File: src/rtl/elevator_request_scheduler.sv
// elevator_request_scheduler: latches floor calls into a pending bitmap and picks
// the next target floor with a SCAN sweep policy.
module elevator_request_scheduler #(
  parameter int NUM_FLOORS = 16,
  parameter int FLOOR_W = 4
) (
  input  logic                  clk,
  input  logic                  reset,
  input  logic                  call_valid,
  input  logic [FLOOR_W-1:0]    call_floor,
  input  logic [FLOOR_W-1:0]    current_floor,
  input  logic                  arrived,
  input  logic                  door_open,
  output logic [FLOOR_W-1:0]    requested_floor,
  output logic                  req_valid,
  output logic                  direction,
  output logic [NUM_FLOORS-1:0] pending
);
  typedef enum logic [1:0] {IDLE, UP, DOWN} state_t;
  state_t state, nxt;
  logic up_hit, dn_hit;
  logic [FLOOR_W-1:0] up_tgt, dn_tgt;
  logic [NUM_FLOORS-1:0] set_mask, clr_mask;
  // Shifting past the bitmap width yields zero, so out-of-range floors drop out.
  assign set_mask = call_valid ? NUM_FLOORS'(1) << call_floor : '0;
  assign clr_mask = arrived ? NUM_FLOORS'(1) << current_floor : '0;
  always_comb begin
    up_hit = 1'b0;
    dn_hit = 1'b0;
    up_tgt = '0;
    dn_tgt = '0;
    for (int i = NUM_FLOORS - 1; i >= 0; i--)
      if (pending[i] && FLOOR_W'(i) >= current_floor) begin
        up_hit = 1'b1;
        up_tgt = FLOOR_W'(i);
      end
    for (int i = 0; i < NUM_FLOORS; i++)
      if (pending[i] && FLOOR_W'(i) <= current_floor) begin
        dn_hit = 1'b1;
        dn_tgt = FLOOR_W'(i);
      end
    nxt = ~|pending ? IDLE : state == DOWN ? (dn_hit ? DOWN : UP) : (up_hit ? UP : DOWN);
  end
  always_ff @(posedge clk or negedge reset) begin
    if (!reset) begin
      state           <= IDLE;
      pending         <= '0;
      requested_floor <= '0;
      req_valid       <= 1'b0;
      direction       <= 1'b1;
    end else begin
      pending <= (pending | set_mask) & ~clr_mask;
      if (!door_open) begin
        state           <= nxt;
        req_valid       <= nxt != IDLE;
        direction       <= nxt == IDLE ? direction : nxt == UP;
        requested_floor <= nxt == UP ? up_tgt : nxt == DOWN ? dn_tgt : requested_floor;
      end
    end
  end
endmodule

File: config.mk
export PLATFORM = sky130hd
export DESIGN_NAME = elevator_request_scheduler
export DESIGN_NICKNAME = d
export VERILOG_FILES = /design/src/rtl/elevator_request_scheduler.sv
export SDC_FILE = /design/constraint.sdc
export NUM_CORES = 1
export LEC_CHECK = 0
export BUFFER_PORTS_ARGS = -buffer_cell sky130_fd_sc_hd__buf_2
export CAP_MARGIN = 20
export CORE_ASPECT_RATIO = 1.1
export CORE_MARGIN = 3
export CORE_UTILIZATION = 61
export DETAILED_ROUTE_END_ITERATION = 12
export HOLD_SLACK_MARGIN = 0.03
export MAX_ROUTING_LAYER = met4
export PLACE_DENSITY = 0.95
export SYNTH_ARGS = -nofsm -noshare
export SYNTH_HDL_FRONTEND = slang
export SYNTH_SLANG_ARGS = --single-unit
File: constraint.sdc
create_clock -name clk -period 4.8 [get_ports clk]
set_input_delay 0.48 -clock clk [delete_from_list [all_inputs] [get_ports clk]]
set_output_delay 0.48 -clock clk [all_outputs]
set_load 0.005 [all_outputs]
[Word level (Yosys, flattened, before mapping)]
Index checks and enable logic that the tools add are counted.
Cells by class
  $lt $le $gt $ge: 32
  eq/ne operators: 3
  shift-type cells: 2
  muxes and demuxes: 71
  bitwise logic cells: 5
  reductions and logical operators: 38
Operators by type and width (number)
  2-to-1 mux 4 bit: 32
  2-to-1 mux 1 bit: 33
  >= comparator 4 bit, first input constant: 8
  less-or-equal comparator 4 bit, first input constant: 8
  logical AND 1 bit: 32
  2-to-1 mux 16 bit: 2
  << shifter 1 x 4 -> 16 bit, first input constant: 2
  AND 16 bit: 1
  >= comparator 3 x 4 -> 1 bit, first input constant: 4
  less-or-equal comparator 3 x 4 -> 1 bit, first input constant: 4
  inverter 16 bit: 1
  OR 16 bit: 1
  OR reduction 16 bit: 1
  >= comparator 1 x 4 -> 1 bit, first input constant: 2
  >= comparator 2 x 4 -> 1 bit, first input constant: 2
  less-or-equal comparator 1 x 4 -> 1 bit, first input constant: 2
  less-or-equal comparator 2 x 4 -> 1 bit, first input constant: 2
  2-to-1 mux 2 bit: 4
  equality test 2 bit, second input constant: 2
  AND reduction 2 bit: 2
  nonzero test 2 bit: 2
  equality test 2 x 1 -> 1 bit, second input constant: 1
  logical NOT 2 bit: 1
  inverter 1 bit: 2
Storage, ports and cells
  flip-flop bits (word level): 24
  input port bits: 13
  output and inout port bits: 22
  word-level logic and storage cells: 156

[Longest topological paths before layout]
Gate-level depths: netlist of run 1.
  depth in word-level cells: 24
  gate-level depth with buffers: 14
  gate-level depth less buffers: 11

[Worst setup path after synthesis of run 1]
OpenSTA, ideal clock, no wires.
  kind: input to register
  start point: input current_floor[1]
  end point: register requested_floor[2]
  library setup time: 126 ps
  arrival: 2808 ps
  required time: 4674 ps
  slack: 1866 ps
  stages on the path: 13
  path buffers: 3
  path through: buf_2 buf_6 o21a_1 o211a_1 nor4_4 nand4_2 mux2_4 nand2b_4 ha_1 nand2b_1 clkbuf_1 nor2_1 a221o_1
Between the ends
  longest elaborated chain between the ends: 24
  elaborated cells between the ends (all ways): 135
  classes of those cells: order compare (32); eq/ne (2); mux (67); reduce/logical (34)
Ends and longest elaborated chain
  from (decl): RTL line 11  | input logic [FLOOR_W-1:0] current_floor,
  >= comparator 4 bit or less-or-equal comparator 1 x 4 -> 1 bit (tied branches): RTL line 33, 38
  logical AND 1 bit, on equally long branches: RTL line 33, 38
  2-to-1 mux 1 bit, on equally long branches (16 in a row): RTL line 33, 38
  2-to-1 mux 2 bit (3 in a row): RTL line 42  | nxt = ~|pending ? IDLE : state == DOWN ? (dn_hit ? DOWN : UP) : (up_hit ? UP : DOWN);
  equality test 2 x 1 -> 1 bit or equality test 2 bit (tied branches): RTL line 57  | requested_floor <= nxt == UP ? up_tgt : nxt == DOWN ? dn_tgt : requested_floor;
  nonzero test 2 bit (no line)
  AND reduction 2 bit (no line)
  to (signal assigned): RTL line 57
  to (decl): RTL line 14  | output logic [FLOOR_W-1:0] requested_floor,
Parallel ways exist; a longest one is shown, timed or not. The select of a mux whose other input is x is not followed.
A chain may end at the register's enable or synchronous reset.

[Final worst setup path of run 1]
  start point: input current_floor[2]
  end point: register requested_floor[0]
The elaborated chain is that of the path after synthesis.

==> results of run 1 <==
[cell families (layout without fill, tap and decap cells)]
group	after synthesis	in the layout	synth area share (%)
adders and majority gates	3	3	1.79
buffers and inverters	26	45	6.67
DFF	24	24	29.7
muxes	2	2	1.30
and+or+nand+nor	85	85	23.3
AOI/OAI and AO/OA	115	115	37.2
[layout by cell type, fill, tap and decap left out, types with 3 or more instances in the layout]
cell type / netlist / routed
nand2_1: 16 / 16
o21ai_1: 3 / 3
nand3_1: 4 / 4
clkbuf_4: 0 / 3
buf_2: 6 / 34
inv_1: 5 / 5
a31oi_1: 19 / 19
a22oi_1: 3 / 3
nor2_1: 19 / 19
nand2b_1: 3 / 3
and2_1: 4 / 4
nor2b_1: 13 / 13
o21a_1: 3 / 3
nor4_1: 6 / 6
nand4_1: 3 / 3
nor3_1: 4 / 4
a21o_1: 4 / 4
o21ai_0: 14 / 14
dfrtp_1: 23 / 23
o31ai_1: 3 / 3
o211ai_1: 4 / 4
o211a_1: 3 / 3
a21oi_1: 34 / 34
[cell type report]
| type | instances | area [um^2] | share of cell area (%) |
|---|---|---|---|
| well taps | 34 | 42.5 | 1.95 |
| repair buffers | 34 | 170 | 7.80 |
| inverters | 7 | 26.3 | 1.20 |
| clock buffers | 3 | 22.5 | 1.03 |
| clock inverters | 1 | 30.0 | 1.38 |
| flip-flops and latches | 24 | 602 | 27.6 |
| multi-input cells | 205 | 1290 | 59.1 |
[power by group through the flow]
stage	Combinational, uW	Sequential, uW	Clock, uW
2_1_floorplan	229	309	0
3_3_place_gp	317	334	0
3_5_place_dp	325	337	0
4_1_cts	326	333	153
5_1_grt	369	345	161
6_report	331	336	153
[worst register-to-register path: stages, from the launching register on]
cell and delay [ns]:
dfrtp_1 0.49, or2_2 0.37, o211a_1 0.18, nor4_4 0.27
nand4_2 0.15, mux2_4 0.30, nand2_1 0.10, ha_1 0.29
inv_1 0.17, a2111oi_0 0.40, o221ai_1 0.23, a21oi_1 0.17
[metal layers]
metal  vias up  track usage (%)  routed length (um)
li1       1016                -                   -
met1      1022             42.4                2200
met2       169             50.9                2880
met3        26             3.13                 655
met4         0             17.3                 259
met5         -                -                   0
[sequential cells by signal, summed over array words and instances, names as in the netlist]
name and flops:
direction 1, pending 16, req_valid 1, requested_floor 4, state 2
[path summary, 6_finish.rpt]
kind	slack [ns]	endpoint	start
min	0.10	requested_floor[2]	reset
min reg2reg	0.51	req_valid	req_valid
min in group clk	0.38	direction	door_open
max in group asynchronous	4.33	pending[11]	reset
max reg2reg	1.62	requested_floor[0]	pending[11]
max	1.54	requested_floor[0]	current_floor[2]
[through the flow]
stage / std cells / area [um^2] / power [uW] / util (%) / hold WS [ns]
6_report: 308 / 2180 / 821 / 70.4 / 0.102
5_1_grt: 308 / 2180 / 875 / 70.4 / 0.127
4_1_cts: 308 / 2180 / 812 / 70.4 / 0.119
3_5_place_dp: 304 / 2130 / 661 / 68.7 / 0.477
3_3_place_gp: 304 / 2130 / 650 / 68.7 / 0.467
2_1_floorplan: 255 / 2030 / 538 / - / 0.184
==> flow_summary_export.csv, run 1 <==
group,metric,value,unit
sta,min_period_over_period,68.0,%
sta,setup_slack,1.54,ns
routing,route.antenna.remaining_nets,0,
worst_setup_path,critPathMaxStageDelay,0.68,ns
sta,drv_slew,0,
outcome,status,"finished clean",
routing,num_vias,2233,
clocking,cts.sinks,24,
synthesis,yosysTopAreaCell,"dfrtp_1",
global_routing,grt_overflow,0,
worst_setup_path,path_max_fanout,28,
synthesis,synth_cell_types,62,
min_path,hp-class,"in -> async",
sta,relSlewSlack,46.4,%
final_layout,nets,290,
synthesis,synth_top_area_share,28.4,%
global_routing,grt_pass1_wl,9790,um
pwr,p_sw,335,uW
routing,remaining_drc_errors,0,
clocking,hold_buffers,0,
global_routing,antenna_found_initial,0,
pwr,p_int,485,uW
clocking,insertion_delay,0.34,ns
sta,skew,0.0146,ns
synthesis,synth.most_common_cell,"a21oi_1",
routing,drt_iter0_markers,193,
placed_design,io_buffers,34,
synthesis,netlist_instances,255,
clocking,cts_tree,"done",
global_routing,grt_max_degree,29,
floorplanning,die_w,60.9,um
worst_setup_path,critPathArrivalTime,3.53,ns
routing,routed_via_density,7.25,
floorplanning,core,3100,um^2
worst_setup_path,worst_ep_required_time,5.06,ns
clocking,post-cts-setup-buffer-count,0,
pwr,switching_share,40.9,%
worst_setup_path,cp.depth,12,
floorplanning,die_area,4050,um^2
floorplanning,io_pins,35,
final_layout,num-fill-cells,271,
placed_design,routabilityCongestion,1.00,
worst_setup_path,cp_num_buf_inv,2,
synthesis,netlist_area,2030,um^2
worst_setup_path,critPathKind,"in -> reg",
pwr,power_density,376,nW/um^2
synthesis,synth_warnings,0,
worst_setup_path,ff2ff_path_depth,11,
pwr,leakagePower,0.000915,uW
floorplanning,num_rows,21,
sta,fmax,0.306,GHz
synthesis,synth_enable_flop_cells,0,
placed_design,post-place-ws,1.32,ns
clocking,clockBufferDepth,2,
routing,drtPass1Iterations,5,
synthesis,yosysSeqAreaShare,29.7,%
clocking,cts_buffers,3,
global_routing,grt_use_total,33.0,%
worst_setup_path,crit_family,"simple AND/OR/NAND/NOR gates",
synthesis,yosys_most_used_dff,"dfrtp_1",
pwr,vdd_ir_drop_max,240,uV
synthesis,async_flop_share,100,%
pwr,seqPwrFrac,41.0,%
synthesis,avgSynthCellArea,7.94,um^2
sta,fin_crit,3.26,ns
placed_design,dp_hpwl,4350,um
worst_setup_path,cp-end-kind,"register",
clocking,htree_levels,1,
worst_setup_path,cp_slowest_cell,"nor2_1",
final_layout,drive_above_1_share,19.7,%
synthesis,synth-seq-cells,24,
sta,grt_setup_unrepaired,"false",
floorplanning,start_util,65.3,%
pwr,power_frac_comb,40.3,%
sta,setup_viol,0,
pwr,p_clk_share,18.7,%
routing,post_drt_wl_per_cell,19.4,um
final_layout,syn_to_final_growth,7.72,%
worst_setup_path,crit_chain,"buf_2 -> nor2_1 -> nand2_1 -> a21oi_1 -> nand4_2 -> mux2_4 -> nand2_1 -> ha_1 -> inv_1 -> a2111oi_0 -> o221ai_1 -> a21oi_1",
global_routing,grt_pass1_vias,2012,
final_layout,diodes,0,
synthesis,synth_area_leaders,"dfrtp_1, a21oi_1, a31oi_1",
floorplanning,die_y,66.4,um
worst_setup_path,start_kind,"input port",
sta,setup_tns,0,ns
routing,routed_wl,5990,um
flow_run,drv_cap,0,
sta,hold_violations,0,
synthesis,synth_common_cells,"a21oi_1, dfrtp_1, a31oi_1, nor2_1, nand2_1",
clocking,clockRootBuffer,"clkbuf_4",
clocking,cts_resized,0,
synthesis,syn_nets,270,
clocking,clk_pin_slew,0.15,ns
sta,worstMarginPinSlew,0.801,ns
(Power assumes the default switching activity.)
==> run 2: changes to the inputs <==
Settings changed: CORE_UTILIZATION 61 to 56, PLACE_DENSITY 0.95 to 0.89.
Clock period 4.8 ns to 3.3 ns, I/O delays scaled along.
==> run 2 against run 1 <==
Cell count increased by 7.1%. Die area grew 8.1%. Utilization down 4.1 points. Combinational power is 49% higher. Final area grew 3.7%. Global-route usage is 3.6 points lower. Worst hold slack better by 0.13 ns. Wire length grew 1.2%. Clock-buffer cell count is the same. Worst setup slack got worse by 1.2 ns.
==> flow_summary_export.csv, run 2 (synthesis results as in run 1) <==
group,metric,value,unit
outcome,status,"finished clean",
clocking,clockBufferDepth,2,
clocking,insertion_delay,0.33,ns
routing,route.antenna.remaining_nets,0,
worst_setup_path,cp_slowest_cell,"dfrtp_1",
worst_setup_path,path_max_fanout,9,
pwr,leakagePower,0.000953,uW
sta,skew,0.00163,ns
min_path,hp-class,"in -> reg",
clocking,cts_tree,"done",
sta,hold_violations,0,
worst_setup_path,r2r-end,"requested_floor[2]",
routing,drt_iter0_markers,213,
worst_setup_path,critPathArrivalTime,3.18,ns
worst_setup_path,cp-end-kind,"register",
final_layout,syn_to_final_growth,11.7,%
final_layout,diodes,0,
sta,min_period_over_period,89.2,%
routing,num_vias,2283,
routing,maxUsedRoutingLayer,"met4",
final_layout,drive_above_1_share,21.6,%
pwr,power_density,528,nW/um^2
routing,wl_met1,2360,um
clocking,clk_pin_slew,0.14,ns
routing,post_drt_wl_per_cell,18.4,um
final_layout,layout_common_cells,"a21oi_1, buf_2, dfrtp_1",
sta,worstMarginPinSlew,0.574,ns
global_routing,grt_use_total,29.4,%
floorplanning,core,3410,um^2
worst_setup_path,critPathKind,"reg -> reg",
sta,relSlewSlack,61.7,%
sta,grt_setup_unrepaired,"false",
final_layout,nets,298,
clocking,htree_levels,1,
worst_setup_path,start_kind,"register",
routing,met2_length,2860,um
placed_design,dp_hpwl,4380,um
clocking,cts_buffers,3,
routing,wl_met3,565,um
clocking,cts.sinks,24,
floorplanning,start_util,59.3,%
routing,remaining_drc_errors,0,
sta,fin_crit,2.94,ns
worst_setup_path,cp.depth,10,
worst_setup_path,ff2ff_path_depth,10,
flow_run,drv_cap,0,
final_layout,top_register,"pending",
floorplanning,die_w,63.3,um
routing,routed_wl,6060,um
worst_setup_path,cp_num_buf_inv,0,
global_routing,grt_overflow,0,
worst_setup_path,crit_family,"simple AND/OR/NAND/NOR gates",
worst_setup_path,cp-startpoint,"pending[10]",
clocking,clockRootBuffer,"clkbuf_4",
final_layout,largest_reg_flops,16,
sta,setup_viol,0,
pwr,vdd_ir_drop_max,433,uV
floorplanning,die_area,4380,um^2
sta,drv_slew,0,
placed_design,post-place-ws,0.163,ns
global_routing,grt_max_degree,27,
worst_setup_path,rrSetupSlack,0.36,ns
global_routing,antenna_found_initial,0,
worst_setup_path,crit_chain,"or2_2 -> o311ai_1 -> o2111ai_1 -> nor3_2 -> mux2_4 -> nand2_1 -> ha_1 -> nand2b_1 -> nor2_1 -> a221o_1",
worst_setup_path,timing.rr.start,"pending[10]",
global_routing,grt_pass1_wl,10200,um
worst_setup_path,worst_ep_required_time,3.53,ns
routing,routed_via_density,6.92,
placed_design,io_buffers,34,
sta,fmax,0.340,GHz
worst_setup_path,critPathMaxStageDelay,0.48,ns
placed_design,routabilityCongestion,1.01,
floorplanning,num_rows,22,
worst_setup_path,crit_end,"requested_floor[2]",
final_layout,num-fill-cells,309,
global_routing,grt_pass1_vias,2060,
sta,setup_slack,0.358,ns
final_layout,reg_top3,"pending: 16 flops, requested_floor: 4 flops, state: 2 flops",
sta,setup_tns,0,ns
floorplanning,die_y,69.1,um
routing,drtPass1Iterations,5,
floorplanning,io_pins,35,
run 2: cell types whose count changed in the layout (fill, tap and decap cells not counted):
cell           change
dlygate4sd3_1      +1
buf_4              +7
run 2: final cells by class:
cell class | instances | area (um^2) | share of cell area [%]
Inverter | 7 | 26.3 | 1.16
Multi-Input combinational cell | 205 | 1290 | 57.0
Timing Repair Buffer | 42 | 233 | 10.3
Sequential cell | 24 | 602 | 26.6
Clock inverter | 1 | 30.0 | 1.33
Tap cell | 48 | 60.1 | 2.65
Clock buffer | 3 | 22.5 | 0.996
run 2: per-layer routing:
metal	global-route usage (%)	up-vias
met5	-	-
met4	13.9	0
met3	3.42	33
met2	43.7	161
met1	39.8	1055
li1	-	1034
run 2: worst min path at each step:
stage | to | depth (start not counted) | from | slack, ns
floorplan | pending[0] | 0 | reset | 0.03
global placement | pending[7] | 1 | reset | 0.36
detailed placement | requested_floor[1] | 1 | reset | 0.36
CTS | direction | 2 | door_open | 0.22
global route | direction | 2 | door_open | 0.23
finish | direction | 2 | door_open | 0.24
run 2: report_power, final:
group	internal (uW)	leakage (uW)	total (uW)	switching [uW]
logic	228	0.000640	493	265
registers	364	0.000285	480	116
clock network	123	0.0000279	221	98.2
run 2: timing repair:
action / 4_1_cts / 5_1_grt
gates resized for setup: 0 / 0
hold buffers: 1 / 0
setup endpoints to repair: 0 / 0
buffers inserted: 0 / 0
hold endpoints to repair: 23 / 0
run 2: through the flow:
| stage | hold WS [ns] | std cells | area (um^2) | total power [uW] | util [%] |
|---|---|---|---|---|---|
| after CTS | 0.216 | 330 | 2260 | 1190 | 66.3 |
| after global routing | 0.235 | 330 | 2260 | 1270 | 66.3 |
| after detailed placement | 0.358 | 325 | 2200 | 965 | 64.4 |
| after global placement | 0.359 | 325 | 2200 | 954 | 64.4 |
| after floorplan | 0.0344 | 255 | 2030 | 783 | - |
| final | 0.236 | 330 | 2260 | 1190 | 66.3 |
